<file path="config.mk">
export PLATFORM = sky130hd
export DESIGN_NAME = uart_msg_parser
export DESIGN_NICKNAME = d
export VERILOG_FILES = /design/src/rtl/uart_msg_parser.sv
export SDC_FILE = /design/constraint.sdc
export NUM_CORES = 1
export LEC_CHECK = 0
export BUFFER_PORTS_ARGS = -buffer_cell sky130_fd_sc_hd__buf_2
export CORE_ASPECT_RATIO = 0.9
export CORE_MARGIN = 8
export CORE_UTILIZATION = 62
export DETAILED_ROUTE_END_ITERATION = 16
export GPL_ROUTABILITY_DRIVEN = 0
export GPL_TIMING_DRIVEN = 0
export HOLD_SLACK_MARGIN = 0.03
export PLACE_DENSITY = 0.79
export SETUP_SLACK_MARGIN = 0.1
export SYNTH_ARGS = -nofsm -noshare
export SYNTH_HDL_FRONTEND = slang
export SYNTH_SLANG_ARGS = --single-unit
</file>
<file path="constraint.sdc">
create_clock -name CLK -period 2.45 [get_ports CLK]
set_input_delay 0 -clock CLK [delete_from_list [all_inputs] [get_ports CLK]]
set_output_delay 0 -clock CLK [all_outputs]
set_load 0.03 [all_outputs]
</file>
<file path="src/rtl/uart_msg_parser.sv">
// uart_msg_parser: byte-level receive parser for the host protocol.
// Frames length-prefixed messages (L, 00, 00, type, payload, CRC-32 LSB first),
// checks header, length and inter-byte timing, buffers the payload and hands
// each complete message to the command decoder with a valid/ready handshake.
// A lone 00 byte in IDLE is a PING.
// Build option: define MSG_CRC_CHECK_EN to instantiate and compare the CRC-32;
// without it the four CRC bytes are only counted and timed.
//
// state | meaning
// IDLE  | waiting for length byte or PING
// HDR   | receiving header bytes 1..3
// BODY  | receiving payload bytes into the buffer
// CRC   | receiving the four CRC bytes
// DONE  | message presented, waiting for msg_ready
module uart_msg_parser #(
    parameter int MAX_LEN        = 64,
    parameter int TIMEOUT_CYCLES = 4096,
    parameter int PAYLOAD_DEPTH  = MAX_LEN - 8
) (
    input  logic                             CLK,
    input  logic                             RST,
    input  logic [7:0]                       rx_byte,
    input  logic                             rx_valid,
    output logic                             ping,
    output logic                             msg_valid,
    input  logic                             msg_ready,
    output logic [7:0]                       msg_type,
    output logic [7:0]                       msg_len,
    input  logic [$clog2(PAYLOAD_DEPTH)-1:0] rd_addr,
    output logic [7:0]                       rd_data,
    output logic                             err,
    output logic [2:0]                       err_code
);
    localparam int AW = $clog2(PAYLOAD_DEPTH);
    localparam int TW = $clog2(TIMEOUT_CYCLES + 1);
    localparam logic [TW-1:0] TMO_LAST  = TW'(TIMEOUT_CYCLES - 1);
    localparam logic [7:0]    MAX_LEN_B = 8'(MAX_LEN);

    localparam logic [2:0] E_BAD_LEN  = 3'd1;
    localparam logic [2:0] E_TIMEOUT  = 3'd2;
    localparam logic [2:0] E_BAD_CRC  = 3'd3;
    localparam logic [2:0] E_BAD_RSVD = 3'd4;
    localparam logic [2:0] E_OVERRUN  = 3'd5;

    typedef enum logic [2:0] {IDLE, HDR, BODY, CRC, DONE} state_t;

    state_t        state_q, state_d;
    logic [7:0]    cnt_q, cnt_d;
    logic [7:0]    len_q, len_d;
    logic [7:0]    type_q, type_d;
    logic [7:0]    msg_len_q, msg_len_d;
    logic [TW-1:0] tmo_q, tmo_d;
    logic          ping_q, ping_d;
    logic          err_q, err_d;
    logic [2:0]    code_q, code_d;
    logic [AW-1:0] wp_q, wp_d;
    logic          we;
    logic [7:0]    rd_data_q;
    logic [7:0]    mem [PAYLOAD_DEPTH];

`ifdef MSG_CRC_CHECK_EN
    localparam logic [31:0] CRC_INIT = 32'hFFFF_FFFF;
    logic [31:0] crc_q, crc_d;
    logic [31:0] crc_rx_q, crc_rx_d;

    function automatic logic [31:0] crc_step(input logic [31:0] c, input logic [7:0] b);
        logic [31:0] r;
        r = c ^ {24'h0, b};
        for (int i = 0; i < 8; i++)
            r = r[0] ? ((r >> 1) ^ 32'hEDB8_8320) : (r >> 1);
        return r;
    endfunction
`endif

    // State register and all registered outputs
    always_ff @(posedge CLK) begin
        if (RST) begin
            state_q   <= IDLE;
            cnt_q     <= '0;
            len_q     <= '0;
            type_q    <= '0;
            msg_len_q <= '0;
            tmo_q     <= '0;
            ping_q    <= 1'b0;
            err_q     <= 1'b0;
            code_q    <= '0;
            wp_q      <= '0;
`ifdef MSG_CRC_CHECK_EN
            crc_q     <= CRC_INIT;
            crc_rx_q  <= '0;
`endif
        end else begin
            state_q   <= state_d;
            cnt_q     <= cnt_d;
            len_q     <= len_d;
            type_q    <= type_d;
            msg_len_q <= msg_len_d;
            tmo_q     <= tmo_d;
            ping_q    <= ping_d;
            err_q     <= err_d;
            code_q    <= code_d;
            wp_q      <= wp_d;
`ifdef MSG_CRC_CHECK_EN
            crc_q     <= crc_d;
            crc_rx_q  <= crc_rx_d;
`endif
        end
    end

    // Next-state logic: framing, header checks, timeout and handshake
    always_comb begin
        state_d   = state_q;
        cnt_d     = cnt_q;
        len_d     = len_q;
        type_d    = type_q;
        msg_len_d = msg_len_q;
        tmo_d     = '0;
        ping_d    = 1'b0;
        err_d     = 1'b0;
        code_d    = code_q;
        wp_d      = wp_q;
        we        = 1'b0;
`ifdef MSG_CRC_CHECK_EN
        crc_d     = crc_q;
        crc_rx_d  = crc_rx_q;
`endif
        unique case (state_q)
            IDLE: begin
                wp_d = '0;
`ifdef MSG_CRC_CHECK_EN
                crc_d = CRC_INIT;
`endif
                if (rx_valid) begin
                    if (rx_byte == 8'h00) begin
                        ping_d = 1'b1;
                    end else if (rx_byte >= 8'd8 && rx_byte <= MAX_LEN_B) begin
                        state_d = HDR;
                        cnt_d   = 8'd1;
                        len_d   = rx_byte;
`ifdef MSG_CRC_CHECK_EN
                        crc_d   = crc_step(CRC_INIT, rx_byte);
`endif
                    end else begin
                        err_d  = 1'b1;
                        code_d = E_BAD_LEN;
                    end
                end
            end
            HDR, BODY, CRC: begin
                if (rx_valid) begin
                    cnt_d = cnt_q + 8'd1;
                    if (state_q == HDR) begin
`ifdef MSG_CRC_CHECK_EN
                        crc_d = crc_step(crc_q, rx_byte);
`endif
                        if (cnt_q == 8'd3) begin
                            type_d  = rx_byte;
                            state_d = (len_q > 8'd8) ? BODY : CRC;
                        end else if (rx_byte != 8'h00) begin
                            state_d = IDLE;
                            err_d   = 1'b1;
                            code_d  = E_BAD_RSVD;
`ifdef MSG_CRC_CHECK_EN
                            crc_d   = CRC_INIT;
`endif
                        end
                    end else if (state_q == BODY) begin
`ifdef MSG_CRC_CHECK_EN
                        crc_d = crc_step(crc_q, rx_byte);
`endif
                        we   = 1'b1;
                        wp_d = wp_q + 1'b1;
                        if (cnt_q == len_q - 8'd5)
                            state_d = CRC;
                    end else begin
`ifdef MSG_CRC_CHECK_EN
                        crc_rx_d = {rx_byte, crc_rx_q[31:8]};
`endif
                        if (cnt_q == len_q - 8'd1) begin
`ifdef MSG_CRC_CHECK_EN
                            if (crc_rx_d == ~crc_q) begin
                                state_d   = DONE;
                                msg_len_d = len_q - 8'd8;
                            end else begin
                                state_d = IDLE;
                                err_d   = 1'b1;
                                code_d  = E_BAD_CRC;
                                crc_d   = CRC_INIT;
                            end
`else
                            state_d   = DONE;
                            msg_len_d = len_q - 8'd8;
`endif
                        end
                    end
                end else if (tmo_q == TMO_LAST) begin
                    state_d = IDLE;
                    err_d   = 1'b1;
                    code_d  = E_TIMEOUT;
`ifdef MSG_CRC_CHECK_EN
                    crc_d   = CRC_INIT;
`endif
                end else begin
                    tmo_d = tmo_q + 1'b1;
                end
            end
            DONE: begin
                // A byte arriving while the message is held is dropped, even
                // in the cycle the consumer accepts it.
                if (rx_valid) begin
                    err_d  = 1'b1;
                    code_d = E_OVERRUN;
                end
                if (msg_ready)
                    state_d = IDLE;
            end
            default: state_d = IDLE;
        endcase
    end

    // Payload buffer write port
    always_ff @(posedge CLK) begin
        if (we)
            mem[wp_q] <= rx_byte;
    end

    // Registered payload read port
    always_ff @(posedge CLK) begin
        if (RST)
            rd_data_q <= '0;
        else
            rd_data_q <= mem[rd_addr];
    end

    assign ping      = ping_q;
    assign msg_valid = (state_q == DONE);
    assign msg_type  = type_q;
    assign msg_len   = msg_len_q;
    assign rd_data   = rd_data_q;
    assign err       = err_q;
    assign err_code  = code_q;
endmodule
</file>
After elaboration in Yosys (flattened, before gate mapping)
Memory sizes are Yosys's and may differ from the RTL's. A register that Yosys moved wholly into a read port is not among the register bits.
Index checks and enable logic that the tools add are counted.
{"block": "word_totals", "ff_bits": 59, "ram_bits": 448, "input_bits": 18, "output_inout_bits": 30, "elab_cells": 116, "n_memories": 1}
{"block": "op_classes", "addsub": 6, "n_lt_le_gt_ge": 3, "eq_ne": 24, "mux": 50, "bitwise_logic": 6, "reduce_logical": 16}
{"name": "mem", "words": 56, "word_bits": 8, "read_ports": 1, "rd_ports_with_merged_regs": 1, "write_ports": 1, "line_no": "59", "rtl": "logic [7:0] mem [PAYLOAD_DEPTH];"}
{"cell": "$mux W3", "count": 21}
{"cell": "$mux W8", "count": 4}
{"cell": "$mux W6", "count": 3}
{"cell": "$pmux W3 S3", "count": 2}
{"cell": "$mux W1", "count": 17}
{"cell": "$eq A8 B8 Y1", "count": 2}
{"cell": "$ne A2 B2 Y1 const B", "count": 8}
{"cell": "$pmux W8 S2", "count": 1}
{"cell": "$ne A5 B5 Y1 const B", "count": 3}
{"cell": "$add A13 B1 Y13 const B", "count": 1}
{"cell": "$eq A13 B12 Y1 const B", "count": 1}
{"cell": "$ne A3 B3 Y1 const B", "count": 4}
{"cell": "$pmux W6 S2", "count": 1}
{"cell": "$reduce_and A4 Y1", "count": 3}
{"cell": "$reduce_and A5 Y1", "count": 2}
{"cell": "$reduce_and A9 Y1", "count": 1}
{"cell": "$add A8 B1 Y8 const B", "count": 1}
{"cell": "$eq A8 B2 Y1 const B", "count": 1}
{"cell": "$ge A8 B4 Y1 const B", "count": 1}
{"cell": "$gt A8 B4 Y1 const B", "count": 1}
{"cell": "$le A8 B7 Y1 const B", "count": 1}
{"cell": "$logic_not A8 Y1", "count": 1}
{"cell": "$reduce_and A8 Y1", "count": 1}
{"cell": "$reduce_bool A8 Y1", "count": 1}
{"cell": "16 further kinds", "count": 23}

Logic depth before layout (Yosys ltp)
Gate-level depths: netlist of run 1.
{"block": "logic_depth", "depth_word": 7, "mapped_depth": 11, "ltp_nobuf": 9}

Worst setup path before layout of run 1
Ideal clock, no wire load.
{"block": "synth_timing", "kind": "register to register", "startpoint": "reg len_q[4]", "endpoint": "reg msg_len_q[4] (netlist: msg_len[4])", "setup_ns": 0.071, "t_arrival_ns": 2.120, "required_ns": 2.379, "path_slack_ns": 0.260, "stages_incl_launch_ff": 12, "n_path_buf": 2, "period_less_slack_ns": 2.190, "cell_sequence": "dfxtp_1 buf_2 inv_1 ha_1 or3b_1 a21oi_1 xor2_1 nor3_1 nand4_1 buf_2 or2_1 a21oi_1"}
{"block": "synth_via", "elab_chain_cells": 3, "elab_cells_between_ends": 4, "cone_classes": "add/sub (2); eq/ne (1); reduce/logical (1)"}
{"item": "start: declaration", "line_no": "49", "rtl": "logic [7:0] len_q, len_d;"}
{"item": "start signal: assignment", "line_no": "95", "rtl": "len_q <= len_d;"}
{"item": "$sub A8 B1 Y8", "line_no": "179", "rtl": "if (cnt_q == len_q - 8'd1) begin"}
{"item": "$eq A8 B8 Y1", "line_no": "179"}
{"item": "$reduce_and A5 Y1 (no source line)"}
{"item": "end signal: assignment", "line_no": "97", "rtl": "msg_len_q <= msg_len_d;"}
{"item": "end: declaration", "line_no": "51", "rtl": "logic [7:0] msg_len_q, msg_len_d;"}
Several ways; a longest one is shown, not always the timed one.
A chain may end at the register's enable or synchronous reset.

==> impl_metrics.ini, run 1 <==
[timing]
finalSetupViolations = 0
finalClockSkew_ns = 0.01641
slew_violations = 0
worstMarginPinSlew_ns = 1.289
finalHoldViolCount = 0
rsz0062_at_grt = yes
relSlewSlack_pct = 14.06
finalCritPeriodShare_pct = 96.29
fin_crit_ns = 2.359
max_freq_mhz = 423.9

[worst_setup_path]
critPathTopFamily = multiplexers
worstPathArrival_ns = 2.74
required_ns = 2.84
timing.rr.start = wp_q[2]
cpMostUsedCell = mux4_2
end_kind = register
reg2reg_slack_ns = 0.16
cp-start-kind = input port
cpMaxStageDelayCell = clkbuf_1
path_buf_inv = 2
crit_fanout = 10
path_cells = buf_2 > clkbuf_1 > mux4_2 > mux4_2 > mux2i_1 > o22ai_1
path_class = in2reg
reg2reg_depth = 3
max_stage_delay_ns = 0.78
regToRegEndpoint = mem[12][7]

[outcome]
outcome = complete, no violations

[hold_path]
holdPathEnd = mem[51][5]
hp-class = in2reg
min_from = rx_byte[5]
whs_path_depth = 1

[global_routing]
grt_pass1_vias = 11400
grt_antenna_before_repair = 1
grt_max_degree = 62
grt_use_total_pct = 25.16
grt-ovfl-total = 0
grt_pass1_wl_um = 72810

[floorplan]
die_x_um = 207.4
boundaryPins = 48
num_rows = 63
start_util_pct = 62.49
core-area_sq_mm = 0.03271
die_y_um = 188.3
die_area_sq_mm = 0.03904

[synth]
synthFlopType = edfxtp_1
async_flop_share_pct = 0
netlist_top_cells_area = edfxtp_1 (66%), mux4_2 (13%), dfxtp_1 (6.6%)
synth_most_common_cell = edfxtp_1
syn_area_per_cell_sq_um = 18.11
synth_nets = 1154
synthTopCellsByCount = edfxtp_1 (448), mux4_2 (122), nor2_1 (117), dfxtp_1 (67), mux2i_1 (40)
synth-edff-count = 448
yosys_warnings = 0
synth_seq_cells = 515
synth_top_area_cell = edfxtp_1
netlist.area_leader.share_pct = 65.81
seq_area_frac_synth_pct = 72.38
ys_types = 55
syn-cell-area_sq_mm = 0.02044
syn_inst = 1129

[drt]
num_vias = 11390
drt-initial-drc-count = 1606
postRouteAntennaNets = 0
drc = 0
vias_per_cell = 6.645
dr.pass1.iters = 5
drt-wirelength-per-cell_um = 29.19
routed_wl_um = 50020

[clock_tree]
cts_sinks = 515
clk_path_buf_depth = 3
cts_tree = built
cts.clk_slew.worst_paths_ns = 0.07
clk_latency_ns = 0.57
htreeDepth = 2
cts_buffers = 48
root_buffer = clkbuf_16

[cells_and_area]
syn2layout_area_growth_pct = 15.71
diodes = 0
final-instance-count-excl-fill = 1714
fillCellCount = 1828
seqCellArea_sq_mm = 0.01480
drive_above_1_share_pct = 29.41
multi_input_area_sq_mm = 0.005918
nNetsFinal = 1279

[pwr]
cellLeakagePower_nw = 7.706
p_total_w = 0.01781
powerDensity_mw_per_mm2 = 753.0
irDropWorstVdd_mv = 0.6470

[flow_run]
drv_cap = 0

[placed_design]
port_buffers = 43
dp_hpwl_um = 29260
dpl.cell_count = 1594
## area by class of cell
cell class,count,share of cell area (%)
sequential,515,62.59
multi-input combinational,548,25.02
clock buffer,69,5.634
timing repair buffer,76,2.486
tap,422,2.232
buffer,55,1.116
clock inverter,19,0.7406
inverter,10,0.1799
## flip-flops by register name, indices dropped and copies added (netlist names), 3 cells and up
signal / flops
cnt_q: 8
msg_type: 8
err_code: 3
wp_q: 6
state_q: 3
msg_len: 8
len_q: 8
tmo_q: 13
mem: 448
rd_data: 8
## power by group
part           internal (W)  switching [W]  leakage (nW)  total, W
sequential          0.00954      0.0000190          4.57   0.00956
clock               0.00410        0.00319         0.724   0.00729
combinational      0.000348       0.000610          2.41  0.000958
## how the worst max path moves through the flow
stage,from,endpoint,slack [ns],cells past startpoint
global route,rd_addr[2],rd_data[5],0.05,6
detailed placement,state_q[1],mem[13][0],-0.70,5
CTS,state_q[1],mem[5][1],-0.04,5
floorplan,len_q[4],msg_len[4],0.26,11
finish,rd_addr[2],rd_data[5],0.09,6
global placement,state_q[1],mem[13][0],-0.64,5
## cells in the final DEF, fill, tap and decap left out, types with 6 or more instances in the layout
| master | netlist | routed |
|---|---|---|
| a21oi_1 | 30 | 26 |
| xor2_1 | 25 | 25 |
| clkinv_1 | 0 | 9 |
| nand4_1 | 6 | 6 |
| nor2b_1 | 10 | 10 |
| xnor2_1 | 11 | 11 |
| buf_4 | 6 | 27 |
| nor3_1 | 14 | 12 |
| nor2_1 | 117 | 61 |
| a22oi_1 | 18 | 18 |
| mux2i_1 | 40 | 40 |
| dfxtp_1 | 67 | 63 |
| inv_1 | 9 | 8 |
| mux4_2 | 122 | 122 |
| o22ai_1 | 6 | 6 |
| clkbuf_1 | 28 | 43 |
| nor2_4 | 0 | 56 |
| clkbuf_16 | 0 | 50 |
| nand2b_1 | 8 | 8 |
| ha_1 | 7 | 6 |
| nand2_1 | 34 | 31 |
| nand3_1 | 21 | 15 |
| buf_1 | 7 | 6 |
| buf_12 | 0 | 9 |
| buf_2 | 15 | 54 |
| edfxtp_1 | 448 | 448 |
| o21ai_0 | 10 | 10 |
## worst reg2reg max path: stages (launching register included)
cell,delay [ns]
dfxtp_1,0.31
clkbuf_1,0.35
nand2_1,0.71
nor2_4,0.58
## cell families (layout without fill, tap and decap cells)
family                     after synthesis  in the layout  synth area share, %
muxes                                  167            167                15.68
DFF                                    515            515                72.38
and+or+nand+nor                        249            249                5.840
adders and majority gates                7              7               0.4285
AOI/OAI and AO/OA                       89             89                2.724
xor gates and xnor gates                36             36                1.542
buffers and inverters                   66            229                1.414
## per-layer routing
layer	GRT usage, %	vias up	part of all wire (%)
li1	-	4744	-
met1	34.64	5774	38
met4	8.874	0	3.0
met5	0	-	0
met2	40.33	757	48
met3	4.800	114	11
## repair_timing
| item | 4_1_cts | 5_1_grt |
|---|---|---|
| gates resized for setup | 136 | 25 |
| cloned | 1 | 0 |
| endpoints found under the hold margin | 5 | 0 |
| setup buffers | 15 | 14 |
| setup endpoints to repair | 457 | 387 |
| pin swaps | 7 | 13 |
| hold buffers | 3 | 0 |
## metrics by stage
stage               hold WS, ns  area, sq um  setup WS, ns  TNS, ns  util [%]
floorplan               0.09887        20440        0.2596        0         -
finish                   0.1772        23650       0.09101        0     72.30
detailed placement       0.3010        21180       -0.6955  -199.18     64.76
CTS                      0.1619        23430      -0.04051  -0.8348     71.62
global route             0.1914        23650       0.04603        0     72.30
global placement         0.3060        21180       -0.6391  -164.93     64.76
Note: power is estimated with default switching activity, not from simulation.
==> inputs of run 2 (changes only) <==
--- a/config.mk
+++ b/config.mk
@@ -13,7 +13,7 @@
 export GPL_ROUTABILITY_DRIVEN = 0
 export GPL_TIMING_DRIVEN = 0
 export HOLD_SLACK_MARGIN = 0.03
-export PLACE_DENSITY = 0.79
+export PLACE_DENSITY = 0.83
 export SETUP_SLACK_MARGIN = 0.1
 export SYNTH_ARGS = -nofsm -noshare
 export SYNTH_HDL_FRONTEND = slang
==> run 2 against run 1 <==
  * Clock skew up 0.0026 ns
  * Clock-buffer cell count down 9
  * Global-route usage down 0.19 points
  * Cell count down 0.70%
  * Register-to-register slack about the same
  * Cell area down 0.68%
  * Sequential power about the same
  * Critical path depth up 5
  * First-iteration DRC count down 4.9%
  * Via count up 1.0%
  * Maximum frequency up 2.7%
==> impl_metrics.ini, run 2 (synthesis gave the netlist of run 1 again) <==
[drt]
drc = 0
vias_per_cell = 6.759
routed_wl_um = 49660
dr.pass1.iters = 8
top_layer_used = met4
postRouteAntennaNets = 0
wl_met3_um = 5623
drt-initial-drc-count = 1528
dr_wl_met2_um = 24120
drt-wirelength-per-cell_um = 29.18
wl_met1_um = 18330
num_vias = 11500

[cells_and_area]
nNetsFinal = 1267
final_core_util_pct = 71.81
top_register = mem
design_area_sq_mm = 0.02349
largest_reg_flops = 448
final-instance-count-excl-fill = 1702
top_regs = mem (448), tmo_q (13)
final_cell_mix = edfxtp_1 (448), mux4_2 (122), dfxtp_1 (64), nor2_1 (61), nor2_4 (56)
layout_commonest_cell = edfxtp_1
syn2layout_area_growth_pct = 14.93
diodes = 0
drive_above_1_share_pct = 28.67

[global_routing]
grt_antenna_before_repair = 0
grt_pass1_wl_um = 73130
grt-ovfl-total = 0
grt_use_total_pct = 24.97
grt_max_degree = 62
grt_pass1_vias = 11630

[worst_setup_path]
crit_fanout = 7
reg2reg_slack_ns = 0.15
cp-start-kind = register
required_ns = 2.93
path_class = reg2reg
cpMaxStageDelayCell = or3b_4
cp-startpoint = len_q[4]
path_cells = buf_6 > inv_4 > ha_4 > or3b_4 > a21oi_2 > xor2_1 > nor3_2 > nand4_1 > buf_6 > or2_1 > a21oi_2
worstPathArrival_ns = 2.78
max_stage_delay_ns = 0.39
end_kind = register
critPathTopFamily = simple AND/OR/NAND/NOR gates
timing.rr.start = len_q[4]
path_buf_inv = 3

[timing]
finalCritPeriodShare_pct = 93.79
rsz0062_at_grt = no
finalSetupViolations = 0
finalHoldViolCount = 0
timing.final.ws_setup_ns = 0.1522
slew_violations = 0
finalClockSkew_ns = 0.01902
hold_slack_ns = 0.1279
worstMarginPinSlew_ns = 1.251
max_freq_mhz = 435.2
relSlewSlack_pct = 16.59
fin_crit_ns = 2.298

[floorplan]
die_y_um = 188.3
die_area_sq_mm = 0.03904
boundaryPins = 48
die_x_um = 207.4
core-area_sq_mm = 0.03271
num_rows = 63
start_util_pct = 62.49

[clock_tree]
cts_sinks = 515
cts_buffers = 48
cts_tree = built
clk_path_buf_depth = 3
cts.clk_slew.worst_paths_ns = 0.07
htreeDepth = 2
clk_latency_ns = 0.57
root_buffer = clkbuf_16

[hold_path]
hp-class = in2reg
min_from = rd_addr[4]

[placed_design]
port_buffers = 43
dp_hpwl_um = 29230
dpl.cell_count = 1594
placed_area_sq_mm = 0.02118
preCtsSetupSlack_ns = -0.7314

[pwr]
irDropWorstVdd_mv = 0.5889
cellLeakagePower_nw = 7.622
powerDensity_mw_per_mm2 = 752.1

[flow_run]
drv_cap = 0

[outcome]
outcome = complete, no violations
-- run 2: stage by stage --
stage | power (W) | setup TNS, ns
after global routing | 0.01807 | 0
after global placement | 0.01063 | -174.67
final | 0.01767 | 0
after detailed placement | 0.01066 | -225.13
after floorplan | 0.01029 | 0
after CTS | 0.01765 | 0
-- run 2: layer usage --
layer,track usage [%],vias to the layer above
li1,-,4715
met1,33.22,5846
met2,40.50,836
met3,5.232,107
met4,9.780,0
met5,0,-
-- run 2: power breakdown --
group / internal, W / switching (W) / total (W) / leakage, nW
Combinational: 0.000347 / 0.000604 / 0.000951 / 2.34
Sequential: 0.00954 / 0.0000188 / 0.00956 / 4.57
Clock: 0.00399 / 0.00317 / 0.00715 / 0.713
-- run 2: final timing paths --
| path | to | cells after the start |
|---|---|---|
| worst max-delay path | msg_len[4] | 11 |
| worst min-delay path | rd_data[0] | 5 |
| worst max register to register | msg_len[4] | 11 |
| worst min register to register | tmo_q[0] | 1 |
-- run 2: what timing repair did --
action,CTS,global route
setup buffers,13,5
hold endpoints to repair,3,0
gates cloned,1,0
hold buffers,3,0
endpoints found under the setup margin,456,181
gates resized for setup,137,14
pin swaps,4,7
-- run 2: worst register-to-register path, cell delays in order (launching register included) --
cell and delay, ns:
dfxtp_1 0.31, buf_6 0.14, inv_4 0.06, ha_4 0.14
or3b_4 0.39, a21oi_2 0.13, xor2_1 0.10, nor3_2 0.19
nand4_1 0.21, buf_6 0.23, or2_1 0.22, a21oi_2 0.11
-- run 2: cell type report --
cell class | count | area (sq um)
Timing Repair Buffer | 65 | 480.5
Buffer | 54 | 257.7
Sequential cell | 515 | 14800
Fill cell | 1831 | 9220
Multi-Input combinational cell | 548 | 5902
Clock buffer | 60 | 1267
Inverter | 10 | 40.04
Clock inverter | 28 | 216.5
Tap cell | 422 | 528.0
